`src/rtl/mini_rv_pkg.sv`:
```
// rtl/mini_rv_pkg.sv - shared opcodes, immediate format enum and XLEN check for the Mini RISC-V core
//
// Purpose : common definitions imported by the immediate-decode stage.
// Contents: base-ISA opcode localparams, imm_fmt_e (3-bit format code),
//           stage_state_e (decode-stage occupancy, encoded {main_valid, skid_valid}),
//           xlen_is_legal() helper.
package mini_rv_pkg;

  localparam logic [6:0] OPC_LOAD   = 7'b0000011;
  localparam logic [6:0] OPC_OP_IMM = 7'b0010011;
  localparam logic [6:0] OPC_JALR   = 7'b1100111;
  localparam logic [6:0] OPC_STORE  = 7'b0100011;
  localparam logic [6:0] OPC_BRANCH = 7'b1100011;
  localparam logic [6:0] OPC_LUI    = 7'b0110111;
  localparam logic [6:0] OPC_AUIPC  = 7'b0010111;
  localparam logic [6:0] OPC_JAL    = 7'b1101111;
  localparam logic [6:0] OPC_OP     = 7'b0110011;

  typedef enum logic [2:0] {
    FMT_R    = 3'd0,
    FMT_I    = 3'd1,
    FMT_S    = 3'd2,
    FMT_B    = 3'd3,
    FMT_U    = 3'd4,
    FMT_J    = 3'd5,
    FMT_NONE = 3'd6
  } imm_fmt_e;

  // Encoding is {main_valid, skid_valid}, so the valids fall straight out of the state.
  typedef enum logic [1:0] {
    ST_EMPTY = 2'b00,
    ST_ONE   = 2'b10,
    ST_TWO   = 2'b11
  } stage_state_e;

  function automatic bit xlen_is_legal(input int xlen);
    return (xlen == 32) || (xlen == 64);
  endfunction

endpackage

```
`src/rtl/imm_decode_stage_if.sv`:
```
// rtl/imm_decode_stage_if.sv - fetch-to-execute handshake bundle of the immediate-decode stage
//
// Purpose : groups the upstream/downstream valid/ready handshake and payload.
// Modports: master - upstream/downstream environment (drives in_*, flush, out_ready)
//           slave  - the decode stage
// Signals : flush, in_valid, in_ready, in_instr[31:0], in_pc[XLEN-1:0],
//           out_valid, out_ready, out_imm, out_fmt, out_illegal, out_pc,
//           out_target (only when IMM_DECODE_PCREL_EN is defined).
interface imm_decode_stage_if #(
  parameter int XLEN = 32
);

  logic                   flush;
  logic                   in_valid;
  logic                   in_ready;
  logic [31:0]            in_instr;
  logic [XLEN-1:0]        in_pc;
  logic                   out_valid;
  logic                   out_ready;
  logic [XLEN-1:0]        out_imm;
  mini_rv_pkg::imm_fmt_e  out_fmt;
  logic                   out_illegal;
  logic [XLEN-1:0]        out_pc;
`ifdef IMM_DECODE_PCREL_EN
  logic [XLEN-1:0]        out_target;

  modport master (
    output flush, in_valid, in_instr, in_pc, out_ready,
    input  in_ready, out_valid, out_imm, out_fmt, out_illegal, out_pc, out_target
  );

  modport slave (
    input  flush, in_valid, in_instr, in_pc, out_ready,
    output in_ready, out_valid, out_imm, out_fmt, out_illegal, out_pc, out_target
  );
`else
  modport master (
    output flush, in_valid, in_instr, in_pc, out_ready,
    input  in_ready, out_valid, out_imm, out_fmt, out_illegal, out_pc
  );

  modport slave (
    input  flush, in_valid, in_instr, in_pc, out_ready,
    output in_ready, out_valid, out_imm, out_fmt, out_illegal, out_pc
  );
`endif

endinterface

```
`src/rtl/imm_extract.sv`:
```
// rtl/imm_extract.sv - combinational immediate extraction and format classification
//
// Purpose : instr -> {sign-extended immediate, format, illegal flag}.
// Ports   : i_instr   [31:0]      instruction word
//           o_imm     [XLEN-1:0]  immediate, sign-extended from instr[31]
//           o_fmt     imm_fmt_e   R/I/S/B/U/J, NONE for unsupported opcodes
//           o_illegal             opcode outside the supported set
module imm_extract
  import mini_rv_pkg::*;
#(
  parameter int XLEN = 32
) (
  input  logic [31:0]     i_instr,
  output logic [XLEN-1:0] o_imm,
  output imm_fmt_e        o_fmt,
  output logic            o_illegal
);

  // Each field is assembled at its natural width as a signed value; the size
  // cast then replicates instr[31] up to XLEN-1.
  always_comb begin
    o_imm     = '0;
    o_fmt     = FMT_NONE;
    o_illegal = 1'b0;
    case (i_instr[6:0])
      OPC_LOAD, OPC_OP_IMM, OPC_JALR: begin
        o_imm = XLEN'($signed(i_instr[31:20]));
        o_fmt = FMT_I;
      end
      OPC_STORE: begin
        o_imm = XLEN'($signed({i_instr[31:25], i_instr[11:7]}));
        o_fmt = FMT_S;
      end
      OPC_BRANCH: begin
        o_imm = XLEN'($signed({i_instr[31], i_instr[7], i_instr[30:25], i_instr[11:8], 1'b0}));
        o_fmt = FMT_B;
      end
      OPC_LUI, OPC_AUIPC: begin
        o_imm = XLEN'($signed({i_instr[31:12], 12'b0}));
        o_fmt = FMT_U;
      end
      OPC_JAL: begin
        o_imm = XLEN'($signed({i_instr[31], i_instr[19:12], i_instr[20], i_instr[30:21], 1'b0}));
        o_fmt = FMT_J;
      end
      OPC_OP: begin
        o_fmt = FMT_R;
      end
      default: begin
        o_illegal = 1'b1;
      end
    endcase
  end

endmodule

```
`src/rtl/imm_decode_stage.sv`:
```
// rtl/imm_decode_stage.sv - registered immediate-decode stage with 2-entry skid buffer
//
// Purpose : decodes one instruction per cycle into {imm, fmt, illegal, pc} and
//           registers the result; a skid entry keeps full throughput under
//           backpressure while in_ready stays a pure register output.
// Ports   : clk    rising-edge clock
//           rst_n  asynchronous active-low reset
//           bus    imm_decode_stage_if.slave (flush, in_*, out_*)
// Config  : IMM_DECODE_PCREL_EN adds out_target = out_pc + out_imm (mod 2^XLEN),
//           computed on the input side and registered with the entry.
module imm_decode_stage
  import mini_rv_pkg::*;
#(
  parameter int XLEN = 32
) (
  input  logic                  clk,
  input  logic                  rst_n,
  imm_decode_stage_if.slave     bus
);

  localparam bit XLEN_OK = xlen_is_legal(XLEN);

  if (!XLEN_OK) begin : g_xlen_illegal
    $error("imm_decode_stage: XLEN must be 32 or 64");
  end

  // Decode of the incoming word
  logic [XLEN-1:0] w_imm;
  imm_fmt_e        w_fmt;
  logic            w_illegal;

  imm_extract #(.XLEN(XLEN)) u_imm_extract (
    .i_instr   (bus.in_instr),
    .o_imm     (w_imm),
    .o_fmt     (w_fmt),
    .o_illegal (w_illegal)
  );

  // Occupancy state and handshake
  stage_state_e r_state;
  stage_state_e w_next_state;
  logic         w_main_valid;
  logic         w_skid_valid;
  logic         w_in_xfer;
  logic         w_out_xfer;
  logic         w_load_main;
  logic         w_load_skid;
  logic         w_skid_to_main;

  assign w_main_valid = (r_state != ST_EMPTY);
  assign w_skid_valid = (r_state == ST_TWO);
  assign w_in_xfer    = bus.in_valid & ~w_skid_valid & ~bus.flush;
  assign w_out_xfer   = w_main_valid & bus.out_ready;

  always_ff @(posedge clk or negedge rst_n) begin
    if (!rst_n) begin
      r_state <= ST_EMPTY;
    end else begin
      r_state <= w_next_state;
    end
  end

  always_comb begin
    w_next_state   = r_state;
    w_load_main    = 1'b0;
    w_load_skid    = 1'b0;
    w_skid_to_main = 1'b0;
    if (bus.flush) begin
      w_next_state = ST_EMPTY;
    end else begin
      case (r_state)
        ST_EMPTY: begin
          if (w_in_xfer) begin
            w_load_main  = 1'b1;
            w_next_state = ST_ONE;
          end
        end
        ST_ONE: begin
          if (w_in_xfer && w_out_xfer) begin
            // Main drains and refills in the same edge; skid stays unused.
            w_load_main = 1'b1;
          end else if (w_in_xfer) begin
            w_load_skid  = 1'b1;
            w_next_state = ST_TWO;
          end else if (w_out_xfer) begin
            w_next_state = ST_EMPTY;
          end
        end
        ST_TWO: begin
          // in_ready is low here, so only the output side can move.
          if (w_out_xfer) begin
            w_skid_to_main = 1'b1;
            w_next_state   = ST_ONE;
          end
        end
        default: begin
          w_next_state = ST_EMPTY;
        end
      endcase
    end
  end

  // Payload registers; contents may be stale when the matching valid is low.
  logic [XLEN-1:0] r_main_imm;
  imm_fmt_e        r_main_fmt;
  logic            r_main_illegal;
  logic [XLEN-1:0] r_main_pc;
  logic [XLEN-1:0] r_skid_imm;
  imm_fmt_e        r_skid_fmt;
  logic            r_skid_illegal;
  logic [XLEN-1:0] r_skid_pc;

  always_ff @(posedge clk or negedge rst_n) begin
    if (!rst_n) begin
      r_main_imm     <= '0;
      r_main_fmt     <= FMT_NONE;
      r_main_illegal <= 1'b0;
      r_main_pc      <= '0;
      r_skid_imm     <= '0;
      r_skid_fmt     <= FMT_NONE;
      r_skid_illegal <= 1'b0;
      r_skid_pc      <= '0;
    end else begin
      if (w_load_main) begin
        r_main_imm     <= w_imm;
        r_main_fmt     <= w_fmt;
        r_main_illegal <= w_illegal;
        r_main_pc      <= bus.in_pc;
      end else if (w_skid_to_main) begin
        r_main_imm     <= r_skid_imm;
        r_main_fmt     <= r_skid_fmt;
        r_main_illegal <= r_skid_illegal;
        r_main_pc      <= r_skid_pc;
      end
      if (w_load_skid) begin
        r_skid_imm     <= w_imm;
        r_skid_fmt     <= w_fmt;
        r_skid_illegal <= w_illegal;
        r_skid_pc      <= bus.in_pc;
      end
    end
  end

`ifdef IMM_DECODE_PCREL_EN
  logic [XLEN-1:0] w_target;
  logic [XLEN-1:0] r_main_target;
  logic [XLEN-1:0] r_skid_target;

  assign w_target = bus.in_pc + w_imm;

  always_ff @(posedge clk or negedge rst_n) begin
    if (!rst_n) begin
      r_main_target <= '0;
      r_skid_target <= '0;
    end else begin
      if (w_load_main) begin
        r_main_target <= w_target;
      end else if (w_skid_to_main) begin
        r_main_target <= r_skid_target;
      end
      if (w_load_skid) begin
        r_skid_target <= w_target;
      end
    end
  end

  assign bus.out_target = r_main_target;
`endif

  assign bus.in_ready    = ~w_skid_valid;
  assign bus.out_valid   = w_main_valid;
  assign bus.out_imm     = r_main_imm;
  assign bus.out_fmt     = r_main_fmt;
  assign bus.out_illegal = r_main_illegal;
  assign bus.out_pc      = r_main_pc;

endmodule
```
`src/flat_wrapper.sv`:
```
// flat-port wrapper written by rule: the top's interface ports become plain ports
module imm_decode_stage_flat import mini_rv_pkg::*;
#(
  parameter int XLEN = 32
)
  (clk, rst_n, bus_flush, bus_in_valid, bus_in_instr, bus_in_pc, bus_out_ready, bus_in_ready, bus_out_valid, bus_out_imm, bus_out_fmt, bus_out_illegal, bus_out_pc);
  imm_decode_stage_if #(.XLEN(XLEN)) bus_i ();
  input  logic clk;
  input  logic rst_n;
  input wire logic [$bits(bus_i.flush)-1:0] bus_flush;
  input wire logic [$bits(bus_i.in_valid)-1:0] bus_in_valid;
  input wire logic [$bits(bus_i.in_instr)-1:0] bus_in_instr;
  input wire logic [$bits(bus_i.in_pc)-1:0] bus_in_pc;
  input wire logic [$bits(bus_i.out_ready)-1:0] bus_out_ready;
  output wire logic [$bits(bus_i.in_ready)-1:0] bus_in_ready;
  output wire logic [$bits(bus_i.out_valid)-1:0] bus_out_valid;
  output wire logic [$bits(bus_i.out_imm)-1:0] bus_out_imm;
  output wire logic [$bits(bus_i.out_fmt)-1:0] bus_out_fmt;
  output wire logic [$bits(bus_i.out_illegal)-1:0] bus_out_illegal;
  output wire logic [$bits(bus_i.out_pc)-1:0] bus_out_pc;
  assign bus_i.flush = bus_flush;
  assign bus_i.in_valid = bus_in_valid;
  assign bus_i.in_instr = bus_in_instr;
  assign bus_i.in_pc = bus_in_pc;
  assign bus_i.out_ready = bus_out_ready;
  assign bus_in_ready = bus_i.in_ready;
  assign bus_out_valid = bus_i.out_valid;
  assign bus_out_imm = bus_i.out_imm;
  assign bus_out_fmt = bus_i.out_fmt;
  assign bus_out_illegal = bus_i.out_illegal;
  assign bus_out_pc = bus_i.out_pc;
  imm_decode_stage #(.XLEN(XLEN)) u_core (.clk(clk), .rst_n(rst_n), .bus(bus_i));
endmodule
```
`config.mk`:
```
export PLATFORM = sky130hd
export DESIGN_NAME = imm_decode_stage_flat
export DESIGN_NICKNAME = d
export VERILOG_FILES = /design/src/rtl/mini_rv_pkg.sv /design/src/rtl/imm_decode_stage_if.sv /design/src/rtl/imm_extract.sv /design/src/rtl/imm_decode_stage.sv /design/src/flat_wrapper.sv
export SDC_FILE = /design/constraint.sdc
export NUM_CORES = 1
export LEC_CHECK = 0
export BUFFER_PORTS_ARGS = -buffer_cell sky130_fd_sc_hd__buf_4
export CAP_MARGIN = 40
export CORE_MARGIN = 2
export CORE_UTILIZATION = 49
export DETAILED_ROUTE_END_ITERATION = 8
export GPL_ROUTABILITY_DRIVEN = 0
export PLACE_DENSITY = 0.73
export REMOVE_ABC_BUFFERS = 1
export SYNTH_ARGS = -nofsm -noshare
export SYNTH_HDL_FRONTEND = slang
export SYNTH_SLANG_ARGS = --single-unit
```
`constraint.sdc`:
```
create_clock -name clk -period 2.75 [get_ports clk]
set_input_delay 0.1375 -clock clk [delete_from_list [all_inputs] [get_ports clk]]
set_output_delay 0.1375 -clock clk [all_outputs]
set_load 0.1 [all_outputs]
```
==> results of run 1 <==
## worst min-delay path by stage
stage | endpoint | startpoint | slack (ns)
floorplan | u_core.bus.out_fmt[0] | rst_n | -0.16
global placement | u_core.bus.out_pc[1] | rst_n | 0.22
detailed placement | u_core.bus.out_pc[26] | rst_n | 0.23
CTS | u_core.r_skid_imm[23] | bus_in_instr[23] | 0.003
global route | u_core.r_skid_imm[21] | bus_in_instr[21] | 0.01
finish | u_core.bus.out_imm[24] | bus_in_instr[24] | 0.02
## power breakdown
| part | total, W | internal [W] | switching (W) |
|---|---|---|---|
| Sequential | 0.00323 | 0.00280 | 0.000435 |
| Clock | 0.00242 | 0.00156 | 0.000857 |
| Combinational | 0.00471 | 0.00107 | 0.00364 |
## cell families (layout without fill, tap and decap cells)
family	count (synthesis)	count (layout)	synth area share, %
compound gates	154	154	17.6
fa+ha+maj	4	4	0.819
buf+inv	60	241	4.40
flops	138	138	56.6
mux	2	2	0.410
simple gates	293	293	20.2
## cell usage in the layout, fill, tap and decap left out, drive strengths merged, types with 6 or more instances in the layout
master / instances
o21ai: 24
nand2: 209
nor2: 53
clkinv: 6
a221o: 8
a22o: 12
a31oi: 35
a21oi: 16
clkbuf: 20
dfrtp: 134
buf: 148
o211ai: 8
inv: 15
a22oi: 20
dlygate4sd3: 47
a21o: 7
a32oi: 13
## tightest hold or removal path, stage by stage
cell and delay [ns]:
buf_4 0.12, nand2_1 0.07, a32oi_1 0.06
## state kept, by name, summed over array words and instances, names as in the netlist
signal and count:
u_core.bus.out_imm 32, u_core.bus.out_pc 32, u_core.r_skid_imm 32, u_core.r_skid_pc 32
u_core.bus.out_fmt 3, u_core.r_skid_fmt 3, u_core.r_state 2, u_core.bus.out_illegal 1
u_core.r_skid_illegal 1
## final cells by class
type | count | area share [%]
clock inverters | 12 | 2.03
inverters | 14 | 0.627
flip-flops and latches | 138 | 41.3
repair buffers | 195 | 19.2
clock buffers | 20 | 5.45
multi-input cells | 453 | 28.9
well taps | 168 | 2.51
## through the flow
| step | cell area (um2) | cells |
|---|---|---|
| floorplan | 5890 | 605 |
| global placement | 7280 | 921 |
| detailed placement | 7280 | 921 |
| CTS | 8380 | 1000 |
| global route | 8380 | 1000 |
| finish | 8380 | 1000 |
## repair_timing
action,in CTS,in global routing
endpoints found under the setup margin,0,0
hold endpoints to repair,139,0
hold buffers,47,0
## metal layers
metal / wire [um] / global-route usage [%] / vias up
met5: 0 / 0 / -
met4: 180 / 7.78 / 0
met3: 1150 / 5.81 / 20
met2: 8060 / 42.5 / 235
met1: 6970 / 32.5 / 2641
li1: - / - / 2577
==> metrics.cfg, run 1 <==
[setup_path]
start_kind = register
critPathTopFamily = simple AND/OR/NAND/NOR gates
worstPathRequired_ns = 3.09
r2r-end = u_core.r_skid_fmt[1]
critPathLaunch = u_core.r_state[0]
endpoint = u_core.r_skid_fmt[1]
reg2reg_slack_ns = 0.31
worst-setup-path-type = register to register
worst_path_largest_cell_delay_ns = 0.53
critical_path.cell_chain = inv_1 -> ha_1 -> nor2b_1 -> or3_2 -> buf_4 -> nor2_1 -> a21oi_1
reg2reg_depth = 7
arrival_ns = 2.78
path_depth = 7
r2r-start = u_core.r_state[0]
critPathMaxFanout = 49
crit_buf_inv = 2
cp-end-kind = register
cp_slowest_cell = buf_4

[cells_and_area]
fill_cells = 938
post-route-util_pct = 69.2
antenna_cells = 0
drive_gt1_share_pct = 23.7
area_growth_syn_to_layout_pct = 37.1
layout.nets = 892
seq_area_um2 = 3460
multi_input_area_um2 = 2420

[yosys]
ys_ff_latch = 138
syn_area_um2 = 6110
synth_top_area_share_pct = 54.9
syn_area_per_cell_um2 = 9.38
synth_edf_count = 0
synthTopCellsByArea = dfrtp_1, nand2_1, a31oi_1, nor2_1, a22oi_1
synthFlopType = dfrtp_1
yosys-top-cells-count = nand2_1, dfrtp_1, nor2_1, a31oi_1, o21ai_0
synth_cell_type_count = 54
synthCells = 651
async_reset_ff_share_pct = 100
synth.most_common_cell = nand2_1
yosys_warnings = 0
synth_top_cell_by_area = dfrtp_1
seq_area_frac_synth_pct = 56.6

[clocking]
cts_tree = yes
post_cts_resize_count = 0
cts_made_buffers = 17
cts_buffer_depth = 2
clock-sinks = 138
htree_levels = 4
clk_pin_slew_ns = 0.06
postCtsSetupBuffers = 0
clock_latency_ns = 0.41
cts_root_buf = clkbuf_16

[route]
dr.pass1.iters = 6
vias = 5473
avgViaCountPerCell = 5.47
drt-wirelength-per-cell_um = 16.4
drc_errors = 0
wl_um = 16400
ant_nets = 0
dr.first_iter.drc_count = 670

[power_and_ir_drop]
power_density_nw_per_um2 = 1240
cellLeakagePower_nw = 4.08
total_power_w = 0.0104
ir_drop_uv = 762

[floorplanning]
core-area_um2 = 12100
die_w_um = 116
io_pins = 139
die_h_um = 116
start_util_pct = 50.4
die-area_um2 = 13400
rows = 40

[timing]
final.min_clock_period_ns = 2.44
whs_ns = 0.0162
hold_viol = 0
rsz0062_at_grt = no
slew_headroom_pct = 48.3
slew_violations = 0
clock-skew-final_ns = 0.00467
timing.final.ws_setup_ns = 0.313
worstMarginPinSlew_ns = 0.776
final.period_utilization_pct = 88.6
tns_ns = 0
setup_violations = 0
clock.fmax_mhz = 410

[placed_design]
dp_hpwl_um = 10200
port_buffers = 138
dp_slack_ns = 0.321

[global_route]
grt-ovfl-total = 0
grt_pass1_wl_um = 26300
grt_pass1_vias = 5401
grt_start_max_net_pins = 80
antenna_found_initial = 0
grt_usage_pct = 25.2

[run_status]
status = finished, final reports clean

[run]
drv_cap = 0

[worst_hold_path]
worstHoldPathCells = 3
worstHoldPathType = primary input to register

No activity file was read; power rests on OpenSTA's default activity.
==> inputs of run 2 (changes only) <==
--- a/config.mk
+++ b/config.mk
@@ -8,10 +8,10 @@
 export BUFFER_PORTS_ARGS = -buffer_cell sky130_fd_sc_hd__buf_4
 export CAP_MARGIN = 40
 export CORE_MARGIN = 2
-export CORE_UTILIZATION = 49
+export CORE_UTILIZATION = 58
 export DETAILED_ROUTE_END_ITERATION = 8
 export GPL_ROUTABILITY_DRIVEN = 0
-export PLACE_DENSITY = 0.73
+export PLACE_DENSITY = 0.85
 export REMOVE_ABC_BUFFERS = 1
 export SYNTH_ARGS = -nofsm -noshare
 export SYNTH_HDL_FRONTEND = slang
==> run 2 against run 1 <==
Effect of this change: clock skew is 0.0039 ns higher; non-clock buffer count up 18; global-route usage grew 6.5 points; routed wire length grew 6.0%; clock-buffer cell count is 2 higher; worst setup slack worse by 0.095 ns; sequential share of layout area decreased by 0.29 points; utilization is 13 points higher; critical path depth down 2; worst hold slack gained 0.090 ns; cell count is 1.6% lower.
==> metrics.cfg, run 2 (synthesized netlist as in run 1, its figures left out) <==
[run_status]
status = finished, final reports clean

[setup_path]
critPathTopFamily = simple AND/OR/NAND/NOR gates
worst-setup-path-type = register to register
r2r-start = u_core.r_state[0]
r2r-end = u_core.r_skid_imm[27]
crit_buf_inv = 0  ; -2
critPathLaunch = u_core.r_state[0]
cp_slowest_cell = or3_2
start_kind = register
cp-end-kind = register
path_depth = 5  ; -2
worstPathRequired_ns = 3.14  ; +0.05 ns
critPathMaxFanout = 22  ; -55%
reg2reg_slack_ns = 0.22  ; -0.10 ns
endpoint = u_core.r_skid_imm[27]
worst_path_largest_cell_delay_ns = 0.74  ; +0.21 ns
critical_path.cell_chain = ha_1 -> nand3b_1 -> or3_2 -> a21oi_2 -> a21oi_1
arrival_ns = 2.92  ; +0.14 ns
reg2reg_depth = 5  ; -2

[clocking]
clk_pin_slew_ns = 0.06  ; about the same
cts_root_buf = clkbuf_8
htree_levels = 4  ; unchanged
clock-sinks = 138  ; unchanged
postCtsSetupBuffers = 0  ; unchanged
cts_buffer_depth = 2  ; unchanged
cts_made_buffers = 17  ; unchanged
cts_tree = yes
clock_latency_ns = 0.53  ; +0.12 ns

[cells_and_area]
drive_gt1_share_pct = 23.1  ; -0.56 points
final_common_cell = nand2_1
final_cell_mix = nand2_1, buf_4, dfrtp_1
post-route-util_pct = 82.1  ; +13 points
layout.nets = 910  ; +2.0%
fill_cells = 599  ; -36%
antenna_cells = 0  ; unchanged
area_growth_syn_to_layout_pct = 38.1

[global_route]
grt_pass1_vias = 5821  ; +7.8%
grt_usage_pct = 31.7  ; +6.5 points
grt-ovfl-total = 0  ; unchanged
antenna_found_initial = 0  ; unchanged
grt_pass1_wl_um = 28200  ; +7.1%
grt_start_max_net_pins = 69  ; -14%

[route]
avgViaCountPerCell = 5.93  ; +8.4%
drt-wirelength-per-cell_um = 17.6  ; +7.7%
vias = 5838  ; +6.7%
wl_um = 17300  ; +6.0%
dr.first_iter.drc_count = 448  ; -33%
dr.pass1.iters = 6  ; unchanged
drc_errors = 0  ; unchanged
ant_nets = 0  ; unchanged

[timing]
final.period_utilization_pct = 92.1  ; +3.5 points
worstMarginPinSlew_ns = 0.763  ; -0.0131 ns
rsz0062_at_grt = no
clock-skew-final_ns = 0.00861  ; +0.00394 ns
timing.final.ws_setup_ns = 0.218  ; -0.0950 ns
whs_ns = 0.106  ; +0.0896 ns
slew_violations = 0  ; unchanged
clock.fmax_mhz = 395  ; -3.8%
slew_headroom_pct = 49.0  ; +0.72 points
hold_viol = 0  ; unchanged
final.min_clock_period_ns = 2.53  ; +0.0950 ns
setup_violations = 0  ; unchanged

[power_and_ir_drop]
power_density_nw_per_um2 = 1200  ; -3.0%
sw_frac_of_total_pct = 49.3  ; +1.8 points
seqPwrFrac_pct = 32.2  ; +1.0 points
power.share.clock_pct = 20.4  ; -2.9 points
ir_drop_uv = 890  ; +17%
p_int_w = 0.00513  ; -5.6%
cellLeakagePower_nw = 4.11  ; +0.91%
combPwrFrac_pct = 47.4  ; +1.9 points
total_power_w = 0.0101  ; -2.4%
p_sw_w = 0.00499  ; +1.3%

[placed_design]
port_buffers = 138  ; unchanged
dp_slack_ns = 0.314  ; -0.00729 ns
dp_hpwl_um = 10500  ; +2.7%

[floorplanning]
core-area_um2 = 10300  ; -15%
die_h_um = 107  ; -7.8%
rows = 37  ; -7.5%
die_w_um = 107  ; -7.8%
start_util_pct = 59.4  ; +9.0 points
io_pins = 139  ; unchanged
die-area_um2 = 11400  ; -15%

[run]
drv_cap = 0  ; unchanged

[worst_hold_path]
worstHoldPathType = primary input to register

[run 2: worst reg2reg max path: cells and delay by family, from the launching register on]
kind | cells | cell delay, ns
flip-flops | 1 | 0.42
adder cells (fa/ha/maj) | 1 | 0.29
AO/OA/AOI/OAI | 2 | 0.69
AND/OR/NAND/NOR | 2 | 0.99
[run 2: worst min path at each step]
stage	startpoint	end	slack (ns)	cells past startpoint
2_1_floorplan	rst_n	u_core.bus.out_fmt[0]	-0.16	0
3_3_place_gp	rst_n	u_core.bus.out_pc[24]	0.34	1
3_5_place_dp	rst_n	u_core.bus.out_pc[27]	0.13	1
4_1_cts	bus_in_instr[2]	u_core.r_skid_fmt[2]	0.09	4
5_1_grt	bus_in_instr[2]	u_core.bus.out_fmt[2]	0.12	4
6_report	bus_in_instr[2]	u_core.r_skid_fmt[2]	0.11	4
[run 2: cell type report]
cell class,instances,area (um2),area share [%]
Clock buffer,22,453,5.37
Timing Repair Buffer,213,1810,21.5
Tap cell,136,170,2.02
Clock inverter,8,72.6,0.860
Inverter,14,52.6,0.623
Sequential cell,138,3460,41.0
Multi-Input combinational cell,453,2420,28.7
[run 2: routing by layer]
layer | track usage, % | vias to the layer above | part of all wire [%]
li1 | - | 2617 | -
met1 | 39.4 | 2860 | 39
met2 | 54.2 | 312 | 51
met3 | 8.02 | 49 | 8.1
met4 | 11.1 | 0 | 1.8
met5 | 0 | - | 0
[run 2: per-stage QoR]
| step | setup TNS [ns] | cell area, um2 | cells |
|---|---|---|---|
| 3_5_place_dp | 0 | 7290 | 892 |
| 2_1_floorplan | -317.68 | 5890 | 605 |
| 4_1_cts | 0 | 8430 | 984 |
| 3_3_place_gp | 0 | 7250 | 890 |
| 6_report | 0 | 8430 | 984 |
| 5_1_grt | 0 | 8430 | 984 |
[run 2: timing repair]
item	4_1_cts	5_1_grt
endpoints found under the hold margin	192	0
resized for setup	0	0
hold buffers	62	0
[run 2: power groups by stage]
stage / Combinational, W / Sequential (W) / Clock, W
after floorplan: 0.00102 / 0.00573 / 0
after global routing: 0.00503 / 0.00332 / 0.00216
after global placement: 0.00455 / 0.00321 / 0
after detailed placement: 0.00467 / 0.00324 / 0
final: 0.00480 / 0.00326 / 0.00207
after CTS: 0.00478 / 0.00323 / 0.00207
